===== config.mk =====
export PLATFORM = sky130hd
export DESIGN_NAME = store_buffer
export DESIGN_NICKNAME = d
export VERILOG_FILES = /design/src/rtl/sb_pkg.sv /design/src/rtl/sb_fwd_match.sv /design/src/rtl/store_buffer.sv
export SDC_FILE = /design/constraint.sdc
export NUM_CORES = 1
export LEC_CHECK = 0
export CAP_MARGIN = 15
export CORE_UTILIZATION = 50
export CTS_CLUSTER_SIZE = 8
export DETAILED_ROUTE_END_ITERATION = 8
export DONT_BUFFER_PORTS = 1
export SYNTH_ARGS = -nofsm -noshare
export SYNTH_HDL_FRONTEND = slang
export SYNTH_HIERARCHICAL = 1
export SYNTH_SLANG_ARGS = --single-unit

===== constraint.sdc =====
create_clock -name clk -period 11.95 [get_ports clk]
set_clock_uncertainty 0.15 [all_clocks]
set_input_delay 2.39 -clock clk [delete_from_list [all_inputs] [get_ports clk]]
set_output_delay 2.39 -clock clk [all_outputs]
set_load 0.05 [all_outputs]

===== src/rtl/sb_pkg.sv =====
// rtl/sb_pkg.sv - shared types and constants for the store buffer
package sb_pkg;

    localparam int SB_DM_ADDRESS = 9;
    localparam int SB_DATA_W     = 32;

    localparam logic [2:0] LB  = 3'b000;
    localparam logic [2:0] LH  = 3'b001;
    localparam logic [2:0] LW  = 3'b010;
    localparam logic [2:0] LBU = 3'b100;
    localparam logic [2:0] SB  = 3'b000;
    localparam logic [2:0] SH  = 3'b001;
    localparam logic [2:0] SW  = 3'b010;

    typedef enum logic [1:0] {
        ST_RUN   = 2'd0,
        ST_FENCE = 2'd1,
        ST_DONE  = 2'd2
    } sb_state_e;

    typedef struct packed {
        logic [SB_DM_ADDRESS-1:0] addr;
        logic [SB_DATA_W-1:0]     data;
        logic [2:0]               funct3;
    } sb_entry_t;

endpackage


===== src/rtl/sb_fwd_match.sv =====
// rtl/sb_fwd_match.sv - youngest resident entry whose word address matches a load
module sb_fwd_match
    import sb_pkg::*;
#(
    parameter int DEPTH = 4,
    parameter int WW    = SB_DM_ADDRESS - 2
) (
    input  logic [WW-1:0]              i_words [DEPTH],
    input  logic                       i_is_sw [DEPTH],
    input  logic [$clog2(DEPTH)-1:0]   i_head,
    input  logic [$clog2(DEPTH):0]     i_count,
    input  logic [WW-1:0]              i_ld_word,
    input  logic                       i_ld_is_lw,
    output logic [$clog2(DEPTH)-1:0]   o_hit_idx,
    output logic                       o_hit_valid,
    output logic                       o_fwd_ok
);

    localparam int PW = $clog2(DEPTH);
    localparam int CW = PW + 1;

    // Walk oldest to youngest so the last match found is the youngest one.
    always_comb begin
        logic [PW-1:0] w_idx;
        o_hit_valid = 1'b0;
        o_hit_idx   = '0;
        for (int i = 0; i < DEPTH; i++) begin
            w_idx = i_head + PW'(i);
            if ((CW'(i) < i_count) && (i_words[w_idx] == i_ld_word)) begin
                o_hit_valid = 1'b1;
                o_hit_idx   = w_idx;
            end
        end
        o_fwd_ok = o_hit_valid && i_is_sw[o_hit_idx] && i_ld_is_lw;
    end

endmodule


===== src/rtl/store_buffer.sv =====
// rtl/store_buffer.sv - circular store buffer with load forwarding and fence drain
module store_buffer
    import sb_pkg::*;
#(
    parameter int DEPTH      = 4,
    parameter int DM_ADDRESS = SB_DM_ADDRESS,
    parameter int DATA_W     = SB_DATA_W
) (
    input  logic                       clk,
    input  logic                       rst_n,
    input  logic                       st_valid,
    input  logic [DM_ADDRESS-1:0]      st_addr,
    input  logic [DATA_W-1:0]          st_data,
    input  logic [2:0]                 st_funct3,
    output logic                       st_ready,
    input  logic                       ld_valid,
    input  logic [DM_ADDRESS-1:0]      ld_addr,
    input  logic [2:0]                 ld_funct3,
    output logic                       fwd_hit,
    output logic [DATA_W-1:0]          fwd_data,
    output logic                       ld_stall,
    input  logic                       fence,
    output logic                       fence_done,
    output logic                       mem_MemRead,
    output logic                       mem_MemWrite,
    output logic [DM_ADDRESS-1:0]      mem_a,
    output logic [DATA_W-1:0]          mem_wd,
    output logic [2:0]                 mem_Funct3,
    output logic [$clog2(DEPTH):0]     count,
    output logic                       full,
    output logic                       empty
);

    localparam int PW = $clog2(DEPTH);
    localparam int CW = PW + 1;
    localparam int WW = DM_ADDRESS - 2;

    sb_entry_t          r_mem [DEPTH];
    logic [PW-1:0]      r_head;
    logic [PW-1:0]      r_tail;
    logic [CW-1:0]      r_count;
    sb_state_e          r_state;

    logic [WW-1:0]      w_words [DEPTH];
    logic               w_is_sw [DEPTH];
    logic [PW-1:0]      w_hit_idx;
    logic               w_hit_valid;
    logic               w_fwd_ok;
    logic               w_full;
    logic               w_empty;
    logic               w_enq;
    logic               w_ld_active;
    logic               w_ld_port;
    logic               w_drain;

    always_comb begin
        for (int i = 0; i < DEPTH; i++) begin
            w_words[i] = r_mem[i].addr[DM_ADDRESS-1:2];
            w_is_sw[i] = (r_mem[i].funct3 == SW);
        end
    end

    sb_fwd_match #(
        .DEPTH (DEPTH),
        .WW    (WW)
    ) u_match (
        .i_words     (w_words),
        .i_is_sw     (w_is_sw),
        .i_head      (r_head),
        .i_count     (r_count),
        .i_ld_word   (ld_addr[DM_ADDRESS-1:2]),
        .i_ld_is_lw  (ld_funct3 == LW),
        .o_hit_idx   (w_hit_idx),
        .o_hit_valid (w_hit_valid),
        .o_fwd_ok    (w_fwd_ok)
    );

    assign w_full  = (r_count == CW'(DEPTH));
    assign w_empty = (r_count == '0);

    // Outputs that depend on live inputs are held low while reset is asserted.
    assign w_enq       = st_valid && st_ready;
    assign w_ld_active = rst_n && ld_valid;
    assign w_ld_port   = w_ld_active && !w_hit_valid;
    assign w_drain     = rst_n && !w_ld_port && !w_empty;

    assign st_ready   = rst_n && !w_full && (r_state == ST_RUN);
    assign fwd_hit    = w_ld_active && w_hit_valid && w_fwd_ok;
    assign ld_stall   = w_ld_active && w_hit_valid && !w_fwd_ok;
    assign fwd_data   = fwd_hit ? r_mem[w_hit_idx].data : '0;
    assign fence_done = (r_state == ST_DONE);
    assign count      = r_count;
    assign full       = w_full;
    assign empty      = w_empty;

    always_comb begin
        mem_MemRead  = 1'b0;
        mem_MemWrite = 1'b0;
        mem_a        = '0;
        mem_wd       = '0;
        mem_Funct3   = '0;
        if (w_ld_port) begin
            mem_MemRead = 1'b1;
            mem_a       = ld_addr;
            mem_Funct3  = ld_funct3;
        end else if (w_drain) begin
            mem_MemWrite = 1'b1;
            mem_a        = r_mem[r_head].addr;
            mem_wd       = r_mem[r_head].data;
            mem_Funct3   = r_mem[r_head].funct3;
        end
    end

    always_ff @(posedge clk) begin
        if (w_enq) begin
            r_mem[r_tail] <= '{addr: st_addr, data: st_data, funct3: st_funct3};
        end
    end

    always_ff @(posedge clk or negedge rst_n) begin
        if (!rst_n) begin
            r_head  <= '0;
            r_tail  <= '0;
            r_count <= '0;
            r_state <= ST_RUN;
        end else begin
            if (w_enq) begin
                r_tail <= r_tail + 1'b1;
            end
            if (w_drain) begin
                r_head <= r_head + 1'b1;
            end
            r_count <= r_count + CW'(w_enq) - CW'(w_drain);
            case (r_state)
                ST_RUN: begin
                    if (fence) begin
                        r_state <= ST_FENCE;
                    end
                end
                ST_FENCE: begin
                    if (w_empty) begin
                        r_state <= ST_DONE;
                    end
                end
                default: r_state <= ST_RUN;
            endcase
        end
    end

endmodule


==> summary.txt, run 1 <==
Floorplanning
  – Initial Utilization: 51.5%
  – Die H: roughly 140 um
  – Core area: 0.0188 mm^2
  – Die area: approximately 0.02 mm^2
  – Die Wd: approximately 140 um
  – Num ports: ~150
  – Row Count: 50

Timing
  – Max Freq: ~0.12 GHz
  – Slew HR: a little over a quarter
  – Worst setup margin: around 3600 ps
  – Setup TNS: 0 ps
  – Final Critical Period: 8380 ps
  – Final Hold Viols: 0
  – RSZ-0062 raised after global routing: false
  – Least-Margin Pin Slew: roughly 1100 ps
  – Finish-stage setup viols: 0
  – Fin crit share: between 70% and 80%
  – Final hold slack: between 300 and 400 ps
  – Final Max Tran Viols: 0

Placement
  – Detailed placement HPWL: around 13 mm
  – Place WS: between 3000 and 4000 ps
  – Cells after DPL: 806
  – Placer Congestion: just under 0.9
  – I/O Buffers: 0
  – Placed cell area: 0.00986 mm^2

Layout
  – Ratio of cells with drive above 1 in the final layout: around a quarter
  – Diodes inserted: 0
  – Post-route cell area: around 0.010 mm^2
  – Fin cells: roughly 840
  – # nets final: about 630
  – Area delta synth->final: 8.01%

Power and ir drop
  – Clock share of power: 26.8%
  – Leak Pwr: about 3.4 nW
  – Switching pwr: around 0.77 mW
  – Switching Fraction: roughly 35%
  – Maximum vdd drop: around 120 uV
  – Internal power: 1.41 mW
  – Seq pwr share: between 40 and 50%
  – Pwr dens: roughly 210 mW/mm^2
  – Comb pwr share: about a third

Setup path
  – FF-to-FF Start: r_head[0]
  – R2r setup slk: around 7000 ps
  – Max FO, Critical Path: 32
  – Required @ worst endpoint: around 9400 ps
  – Crit. End Element: output port
  – CP startpoint: ld_addr[4]
  – Worst-case reg-to-reg path depth: 14
  – CP arrival: 5840 ps
  – Setup crit start kind: input pin
  – RR Endpoint: count[2]
  – WS Path Type: in2out

Min path
  – Worst hold start: r_state[1]
  – Hold path endpoint: r_state[0]
  – Hold Path Cell Cnt: 1
  – Hold/Removal Path Class: reg2reg

Synthesis
  – Post-synthesis sequential area ratio: 56.8%
  – Post-synthesis average cell area: between 15 and 20 um^2
  – Post-Syn Nets: ~650
  – Synth Flop Type: edfxtp_1
  – Yosys cell types: 60
  – Flop and latch count out of synthesis: 185
  – Warnings from Yosys: 6
  – Post-synthesis async set-or-reset flop share: under 10%
  – Synth Instances: between 500 and 600
  – Mapped cell area: a little under 0.01 mm^2
  – Post-synth EDFFs: approximately 180

Outcome
  – Status: finished, final reports clean

Clock tree
  – Clock root buffer: clkbuf_16
  – # clock sinks: about 190
  – Worst-Skew Late Latency: 420 ps
  – CTS tree: built
  – H-tree levels: 4
  – Num CTS Buffers: 17
  – Post-cts sizing count: 0
  – Clock transition at path regs: around 70 ps
  – Setup bufs post-CTS: 0
  – Hold-fix buffers at CTS: 0
  – Clock Tree Buf Depth: 2

Global route
  – Vias in the first global route: around 5500
  – Remaining global-route overflow: 0
  – Initial antenna violation count: 0
  – First-pass GRT wire length: approximately 32 mm
  – Largest net degree at the start of global routing: 54
  – Total GRT Usage: between 20% and 30%

Routing
  – DRT antenna net count: 0
  – Post-Route WL: approximately 21 mm
  – DRT Pass-1 Iters: 5
  – Starting DRC count in detailed routing: roughly 260
  – Via/cell ratio: roughly 6.2
  – DR WL/cell: 25.1 um
  – DRC: 0
  – Vias: just over 5000

Flow run
  – Max_cap viols: 0
[critical path: stages]
cell      delay (ps)
xnor2_1          120
or3_1            380
a211oi_1         670
nor3_1           170
or3_2            940
mux4_2           400
nor2b_1          750
[state kept, by name, summed over array words and instances (netlist names)]
name	count
r_head	2
r_mem	176
r_state	2
count	3
r_tail	2
[cell type report]
type,count,area [um^2]
clock inverters,14,185
repair buffers,8,60.1
flip-flops and latches,185,5520
multi-input cells,343,3920
well taps,260,325
fillers,1470,8350
inverters,10,37.5
clock buffers,18,429
[routing by layer]
metal / wire [um] / global-route usage [%] / up-vias
met3: 1330 / 6.48 / 21
met2: 10800 / 37.4 / 145
met1: 8660 / 28.1 / 2711
met5: 0 / 0 / -
li1: - / - / 2299
met4: 199 / 5.03 / 0
[worst max-delay path by stage]
stage                   end
6_report       fwd_data[20]
5_1_grt        fwd_data[31]
4_1_cts        fwd_data[31]
3_5_place_dp   fwd_data[31]
3_3_place_gp   fwd_data[31]
2_1_floorplan  fwd_data[10]
[cells by family after synthesis]
| family | share of synthesized area [%] |
|---|---|
| and+or+nand+nor | 8.87 |
| AOI/OAI and AO/OA | 4.32 |
| xor gates and xnor gates | 2.71 |
| DFF | 56.8 |
| buffers and inverters | 3.02 |
| muxes | 23.3 |
| adders and majority gates | 0.980 |
[cells in the final DEF, fill, tap and decap left out, drive strengths merged, types with 2 or more instances in the layout]
cell type,instances
nand2b,2
nand2,9
or3,6
and2,38
ha,6
edfxtp,176
and3,4
dfrtp,9
nand3,6
buf,8
mux2i,32
a211oi,5
mux2,2
nor3,6
or4,2
or2,2
o211ai,2
nor2b,35
nand4,6
clkinvlp,2
a211o,4
o22ai,2
nor3b,8
mux4,85
xnor2,21
inv,16
a31oi,2
o311ai,2
xor2,9
o211a,2
clkbuf,18
clkinv,3
a22o,13
bufinv,3
o21ai,8
a21oi,5
nor2,6
[metrics by stage]
stage / total power, mW / util [%]
after floorplan: 1.52 / -
after global placement: 1.62 / 52.4
after detailed placement: 1.63 / 52.4
after CTS: 2.21 / 55.6
after global routing: 2.28 / 55.6
final: 2.18 / 55.6
[power groups by stage]
stage	clock network (mW)	registers, mW	logic, mW
final	0.584	0.882	0.716
after global routing	0.616	0.895	0.765
after CTS	0.597	0.886	0.727
after detailed placement	0	0.901	0.725
after global placement	0	0.895	0.721
after floorplan	0	0.811	0.705
[synth_stat cells, drive strengths merged (6+ instances only)]
| master | instances | share of area (%) |
|---|---|---|
| a22o | 13 | 1.2 |
| and2 | 38 | 2.5 |
| buf | 31 | 2.2 |
| clkbuf | 10 | 0.40 |
| dfrtp | 9 | 2.3 |
| edfxtp | 176 | 54 |
| ha | 6 | 0.77 |
| inv | 10 | 0.39 |
| mux2i | 32 | 3.3 |
| mux4 | 85 | 20 |
| nand2 | 9 | 0.35 |
| nand3 | 6 | 0.31 |
| nand4 | 6 | 0.39 |
| nor2 | 6 | 0.23 |
| nor2b | 35 | 2.3 |
| nor3 | 6 | 0.36 |
| nor3b | 8 | 0.67 |
| o21ai | 8 | 0.41 |
| or3 | 6 | 0.49 |
| xnor2 | 21 | 1.9 |
| xor2 | 9 | 0.81 |
Power figures use the tool's default switching activity.
==> run 2, diff against run 1 <==
--- a/config.mk
+++ b/config.mk
@@ -10,6 +10,7 @@
 export CTS_CLUSTER_SIZE = 8
 export DETAILED_ROUTE_END_ITERATION = 8
 export DONT_BUFFER_PORTS = 1
+export PLACE_DENSITY = 0.68
 export SYNTH_ARGS = -nofsm -noshare
 export SYNTH_HDL_FRONTEND = slang
 export SYNTH_HIERARCHICAL = 1
==> constraint.sdc (replaced) <==
create_clock -name clk -period 7.54 [get_ports clk]
set_clock_uncertainty 0.15 [all_clocks]
set_input_delay 1.508 -clock clk [delete_from_list [all_inputs] [get_ports clk]]
set_output_delay 1.508 -clock clk [all_outputs]
set_load 0.05 [all_outputs]
==> run 2 against run 1 <==
Effect of this change:
- sequential power grew 56%
- design area grew 3.1%
- flip-flop and latch count is the same
- via count grew 4.2%
- utilization rose by 1.7 points
- critical path type is now reg2out
- worst setup slack got worse by 2900 ps
- critical endpoint is now fwd_data[21]
==> summary.txt, run 2 (same netlist as run 1, synthesis figures left out) <==
Min path
  – Hold/Removal Path Class: reg2reg
  – Worst hold start: r_state[1]
  – Hold Path Cell Cnt: 1
  – Hold path endpoint: r_state[0]

Routing
  – Vias: 5392
  – Post-Route WL: around 21 mm
  – DR WL/cell: roughly 24 um
  – Via/cell ratio: a little over 6
  – Starting DRC count in detailed routing: about 390
  – DRT antenna net count: 0
  – DRC: 0
  – DRT Pass-1 Iters: 4

Clock tree
  – Num CTS Buffers: 17
  – CTS tree: built
  – Clock Tree Buf Depth: 2
  – Post-cts sizing count: 0
  – Clock transition at path regs: ~70 ps
  – Hold-fix buffers at CTS: 0
  – H-tree levels: 4
  – Setup bufs post-CTS: 0
  – Clock root buffer: clkbuf_16
  – Worst-Skew Late Latency: between 400 and 500 ps
  – # clock sinks: roughly 190

Setup path
  – Largest stage delay, worst path: roughly 910 ps
  – FF-to-FF Start: r_head[0]
  – Setup crit start kind: flip-flop
  – Required @ worst endpoint: ~6000 ps
  – Worst-case reg-to-reg path depth: 14
  – RR Endpoint: count[2]
  – CP arrival: ~5200 ps
  – Slowest stage cell, crit path: dfrtp_4
  – Crit. End Element: output port
  – WS Path Type: reg2out
  – R2r setup slk: 2550 ps
  – CP most frequent cell: buf_4
  – Crit-path cells: inv_1 > mux2i_1 > xor2_1 > or4_4 > or3_4 > o21ai_0 > nand3_1 > o21ai_4 > buf_4 > mux4_2 > nor2b_1 > buf_4
  – Critical path buffer and inverter count: 3
  – CP delay by family, top: simple AND/OR/NAND/NOR gates
  – Max FO, Critical Path: 48

Layout
  – Diodes inserted: 0
  – Ratio of cells with drive above 1 in the final layout: roughly 30%
  – Commonest cells after routing, fill and taps aside: edfxtp_1, mux4_2, buf_4, nor2b_1, and2_1
  – Post-route cell area: ~0.011 mm^2
  – Max reg flops: around 180
  – Largest Register: r_mem
  – Commonest non-fill, non-tap cell in the layout: edfxtp_1
  – Area delta synth->final: 11.4%
  – # nets final: around 670

Global route
  – Met3 GRT Util: 7.15%
  – Met2 Use GR: between 30% and 40%
  – First-pass GRT wire length: between 30 and 40 mm
  – Vias in the first global route: slightly below 6000
  – Remaining global-route overflow: 0
  – Initial antenna violation count: 0
  – Total GRT Usage: a little under a quarter
  – Met1 usage: between 20% and 30%
  – Largest net degree at the start of global routing: 53
  – Busiest layer in global routing: met2

Placement
  – I/O Buffers: 0
  – Placed cell area: between 0.01 and 0.015 mm^2
  – Detailed placement HPWL: 13.6 mm
  – Placer Congestion: ~0.88

Floorplanning
  – Row Count: 50
  – Die Wd: around 140 um
  – Die area: about 0.02 mm^2
  – Core area: ~0.019 mm^2
  – Num ports: roughly 150
  – Initial Utilization: about half
  – Die H: around 140 um

Flow run
  – Max_cap viols: 0

Timing
  – Final Critical Period: approximately 7000 ps
  – Slew HR: 22.3%
  – Max Freq: approximately 0.15 GHz
  – RSZ-0062 raised after global routing: false
  – Fin crit share: 90.5%
  – Least-Margin Pin Slew: between 1000 and 1500 ps
  – Setup TNS: 0 ps
  – Final Hold Viols: 0
  – Finish-stage setup viols: 0
  – Final Max Tran Viols: 0

Power and ir drop
  – Maximum vdd drop: ~170 uV
  – Leak Pwr: approximately 3.6 nW
  – Pwr dens: around 330 mW/mm^2
  – Pwr Total: 3.56 mW

Outcome
  – Status: finished, final reports clean
run 2: cell count changes in the layout (fill, tap and decap cells not counted), sizes merged:
cell and delta:
inv -1, clkinv -1, bufinv +3, buf +34
clkbuf -1
run 2: report_power, final:
part           internal, mW  switching [mW]  leakage (nW)
clock network         0.631           0.393         0.330
registers              1.20           0.184          1.69
logic                 0.510           0.643          1.55
total                  2.34            1.22          3.57
run 2: worst max-delay path by stage:
stage / startpoint / endpoint / slack (ps) / cells after the start
after global placement: ld_addr[8] / fwd_data[0] / 1190 / 11
after detailed placement: ld_addr[8] / fwd_data[21] / 1100 / 11
final: r_head[0] / fwd_data[21] / 720 / 12
after global routing: r_head[0] / fwd_data[21] / 340 / 12
after floorplan: ld_addr[6] / fwd_data[10] / 980 / 11
after CTS: r_head[0] / fwd_data[21] / 630 / 12
run 2: area by class of cell:
type	count	area, um^2
Fill cell	1426	8020
Sequential cell	185	5520
Multi-Input combinational cell	343	3920
Clock buffer	17	425
Tap cell	260	325
Timing Repair Buffer	42	315
Clock inverter	15	263
Inverter	10	37.5
run 2: stage by stage:
stage	setup WS [ps]	utilization, %	hold slack, ps	cells
finish	717	57.4	335	872
global route	343	57.4	354	872
CTS	627	57.4	337	872
floorplan	977	-	291	579
global placement	1190	53.7	305	840
detailed placement	1100	53.7	326	840
run 2: worst register-to-register path, stage by stage, from the launching register on:
cell and delay, ps:
dfrtp_4 910, inv_1 490, mux2i_1 220, xor2_1 170, or4_4 490, or3_4 380, nand3_1 180, nand2b_1 170
and3_4 580, ha_1 210, inv_1 40, ha_1 190, fa_1 410, xnor2_1 200, xnor2_1 140
run 2: per-layer routing:
layer | vias to the layer above | routed length (um)
met4 | 0 | 359
met1 | 2784 | 8140
met5 | - | 0
li1 | 2370 | -
met2 | 208 | 10900
met3 | 30 | 1800
==> run 3, diff against run 2 <==
--- a/config.mk
+++ b/config.mk
@@ -6,12 +6,11 @@
 export NUM_CORES = 1
 export LEC_CHECK = 0
 export CAP_MARGIN = 15
-export CORE_UTILIZATION = 50
+export CORE_UTILIZATION = 55
 export CTS_CLUSTER_SIZE = 8
 export DETAILED_ROUTE_END_ITERATION = 8
 export DONT_BUFFER_PORTS = 1
-export PLACE_DENSITY = 0.68
+export PLACE_DENSITY = 0.73
 export SYNTH_ARGS = -nofsm -noshare
 export SYNTH_HDL_FRONTEND = slang
-export SYNTH_HIERARCHICAL = 1
 export SYNTH_SLANG_ARGS = --single-unit
==> constraint.sdc (replaced) <==
create_clock -name clk -period 7.54 [get_ports clk]
set_clock_uncertainty 0.15 [all_clocks]
set_input_delay 0.754 -clock clk [delete_from_list [all_inputs] [get_ports clk]]
set_output_delay 0.754 -clock clk [all_outputs]
set_load 0.05 [all_outputs]
==> run 3 against run 2 <==
Effect of this change:
- clock power shrank 8%
- sequential power about the same
- total power up 23%
- register-to-register slack got worse by 580 ps
- worst setup slack improved by 19 ps
- synthesized area grew 22%
- synthesized cell count is 71% higher
- via count rose by 67%
- routed wire length grew 50%
- critical path depth decreased by 2
- hold slack worse by 85 ps
- critical path type unchanged
- critical endpoint is now fwd_data[29]
==> summary.txt, run 3 <==
Setup path
  – FF-to-FF Start: r_head[0]
  – Required @ worst endpoint: about 6600 ps
  – R2r setup slk: 1970 ps
  – Max FO, Critical Path: 45
  – Crit. End Element: output port
  – CP startpoint: r_head[0]
  – Setup crit start kind: flip-flop
  – WS Path Type: reg2out
  – CP arrival: just under 6000 ps

Timing
  – Slew HR: ~28%
  – Final Max Tran Viols: 0
  – Fin crit share: between 90% and 100%
  – Final Critical Period: 6800 ps
  – Setup TNS: 0 ps
  – RSZ-0062 raised after global routing: false
  – Finish-stage setup viols: 0
  – Final hold slack: ~250 ps
  – Worst setup margin: 736 ps
  – Final Hold Viols: 0
  – Max Freq: 0.147 GHz
  – Least-Margin Pin Slew: 1070 ps

Floorplanning
  – Die H: between 100 and 150 um
  – Row Count: 53
  – Num ports: about 150
  – Initial Utilization: between 50% and 60%
  – Die Wd: ~150 um
  – Die area: ~0.022 mm^2
  – Core area: approximately 0.021 mm^2

Synthesis
  – Count leader, synth: edfxtp_1
  – Yosys cell types: 54
  – Post-synth top area share: 44.8%
  – Commonest cells in the netlist: edfxtp_1, nor2_1, clkbuf_1
  – Warnings from Yosys: 0
  – Post-synth EDFFs: approximately 180
  – Post-synthesis sequential area ratio: between 40% and 50%
  – Flop and latch count out of synthesis: between 150 and 200
  – Post-synthesis average cell area: approximately 12 um^2
  – Top cells by area, synth: edfxtp_1, mux4_2, a221oi_1, nor2_1, mux2_2
  – Post-synthesis async set-or-reset flop share: a little under 5%
  – Post-Syn Nets: around 1100
  – Mapped cell area: ~0.012 mm^2
  – Synth Flop Type: edfxtp_1
  – Dominant cell type by area after synthesis: edfxtp_1
  – Synth Instances: between 900 and 1000

Layout
  – Ratio of cells with drive above 1 in the final layout: between 20% and 30%
  – Area of the multi-input gates: about 0.0059 mm^2
  – # nets final: about 1000
  – Post-layout util: 60.1%
  – Post-route cell area: between 0.01 and 0.015 mm^2
  – Largest Register: r_mem
  – Total area of sequential cells: 0.00552 mm^2
  – FILL cells: roughly 1700
  – Diodes inserted: 0
  – Commonest cells after routing, fill and taps aside: edfxtp_1, nor2_1, o21ai_0, a221oi_1, mux4_2
  – Max reg flops: 176
  – Area delta synth->final: 7.04%
  – Commonest non-fill, non-tap cell in the layout: edfxtp_1
  – Fin cells: around 1200

Power and ir drop
  – Switching pwr: 1.81 mW
  – Comb pwr share: 47.2%
  – Pwr Total: 4.38 mW
  – Maximum vdd drop: around 190 uV
  – Switching Fraction: approximately two fifths
  – Internal power: ~2.6 mW
  – Leak Pwr: between 3 and 4 nW
  – Clock share of power: between 20% and 30%
  – Pwr dens: around 350 mW/mm^2
  – Seq pwr share: a little under a third

Routing
  – Via/cell ratio: 7.38
  – DR WL/cell: roughly 26 um
  – DRC: 0
  – Vias: 9002
  – DRT Pass-1 Iters: 7
  – DRT antenna net count: 0
  – Starting DRC count in detailed routing: 1004
  – Post-Route WL: around 32 mm

Min path
  – Hold/Removal Path Class: in2reg
  – Worst hold start: st_data[14]

Global route
  – Largest net degree at the start of global routing: 85
  – Total GRT Usage: 29.3%
  – Initial antenna violation count: 0
  – Remaining global-route overflow: 0
  – Vias in the first global route: roughly 8600
  – First-pass GRT wire length: about 49 mm

Clock tree
  – CTS tree: built
  – # clock sinks: around 190
  – Worst-Skew Late Latency: about 440 ps
  – Post-cts sizing count: 0
  – Clock transition at path regs: around 70 ps
  – Setup bufs post-CTS: 0
  – H-tree levels: 4
  – Clock Tree Buf Depth: 2
  – Clock root buffer: clkbuf_16
  – Num CTS Buffers: 17

Placement
  – Placer Congestion: 0.867
  – I/O Buffers: 0
  – Detailed placement HPWL: 18.6 mm
  – Cells after DPL: 1187
  – Place WS: between 1000 and 1500 ps
  – Placed cell area: about 0.012 mm^2

Flow run
  – Max_cap viols: 0

Outcome
  – Status: finished, final reports clean
run 3: cell count changes after synthesis, sizes merged, moves of 29 or more:
cell    change
o22ai      +32
clkbuf     +62
nor2b      -34
nor2      +104
a211oi     +31
mux4       -33
or3        +29
o221a      +33
o221ai     +34
mux2       +32
a221oi     +64
o21ai      +62
run 3: power by group through the flow:
stage	combinational [mW]	sequential (mW)	clock (mW)
3_5_place_dp	2.05	1.40	0
2_1_floorplan	1.81	1.29	0
4_1_cts	2.07	1.37	0.949
5_1_grt	2.24	1.39	0.989
3_3_place_gp	2.01	1.39	0
6_report	2.07	1.38	0.940
run 3: kinds of logic after synthesis:
kind of cell / Yosys count / synth area share, %
multiplexers: 108 / 15.1
adder cells (fa/ha/maj): 9 / 1.02
AND/OR/NAND/NOR: 233 / 9.45
AO/OA/AOI/OAI: 301 / 20.6
flip-flops: 185 / 46.7
buffers and inverters: 118 / 4.35
XOR/XNOR: 38 / 2.82
run 3: worst max-delay path, cell delays in order (launching register included):
cell,delay [ps]
dfrtp_4,840
buf_4,600
mux4_2,580
xnor2_1,180
nand4_1,170
a211oi_2,520
nor2_4,330
nor2_4,800
a221oi_1,170
or3_1,410
a211oi_2,820
run 3: worst paths after layout:
kind / cells past startpoint / to
max: 10 / fwd_data[29]
min: 0 / r_mem[0][17]
max reg2reg: 16 / count[2]
min reg2reg: 1 / r_state[0]
max in group asynchronous: 1 / r_head[0]
min in group asynchronous: 1 / r_head[0]
run 3: layout make-up:
class | count | area share, %
Clock buffer | 18 | 3.40
Tap cell | 275 | 2.72
Sequential cell | 185 | 43.7
Clock inverter | 13 | 1.40
Multi-Input combinational cell | 689 | 46.9
Inverter | 15 | 0.446
Timing Repair Buffer | 24 | 1.45
run 3: routing by layer:
metal / part of all wire [%] / up-vias / GRT usage (%)
met5: 0 / - / 0
met4: 1.9 / 0 / 8.56
met3: 11 / 63 / 8.59
met2: 49 / 526 / 47.0
met1: 38 / 4519 / 38.4
li1: - / 3894 / -
run 3: what timing repair did:
item / CTS / global route
endpoints found under the hold margin: 9 / 0
hold buffers: 1 / 0
setup endpoints to repair: 0 / 0
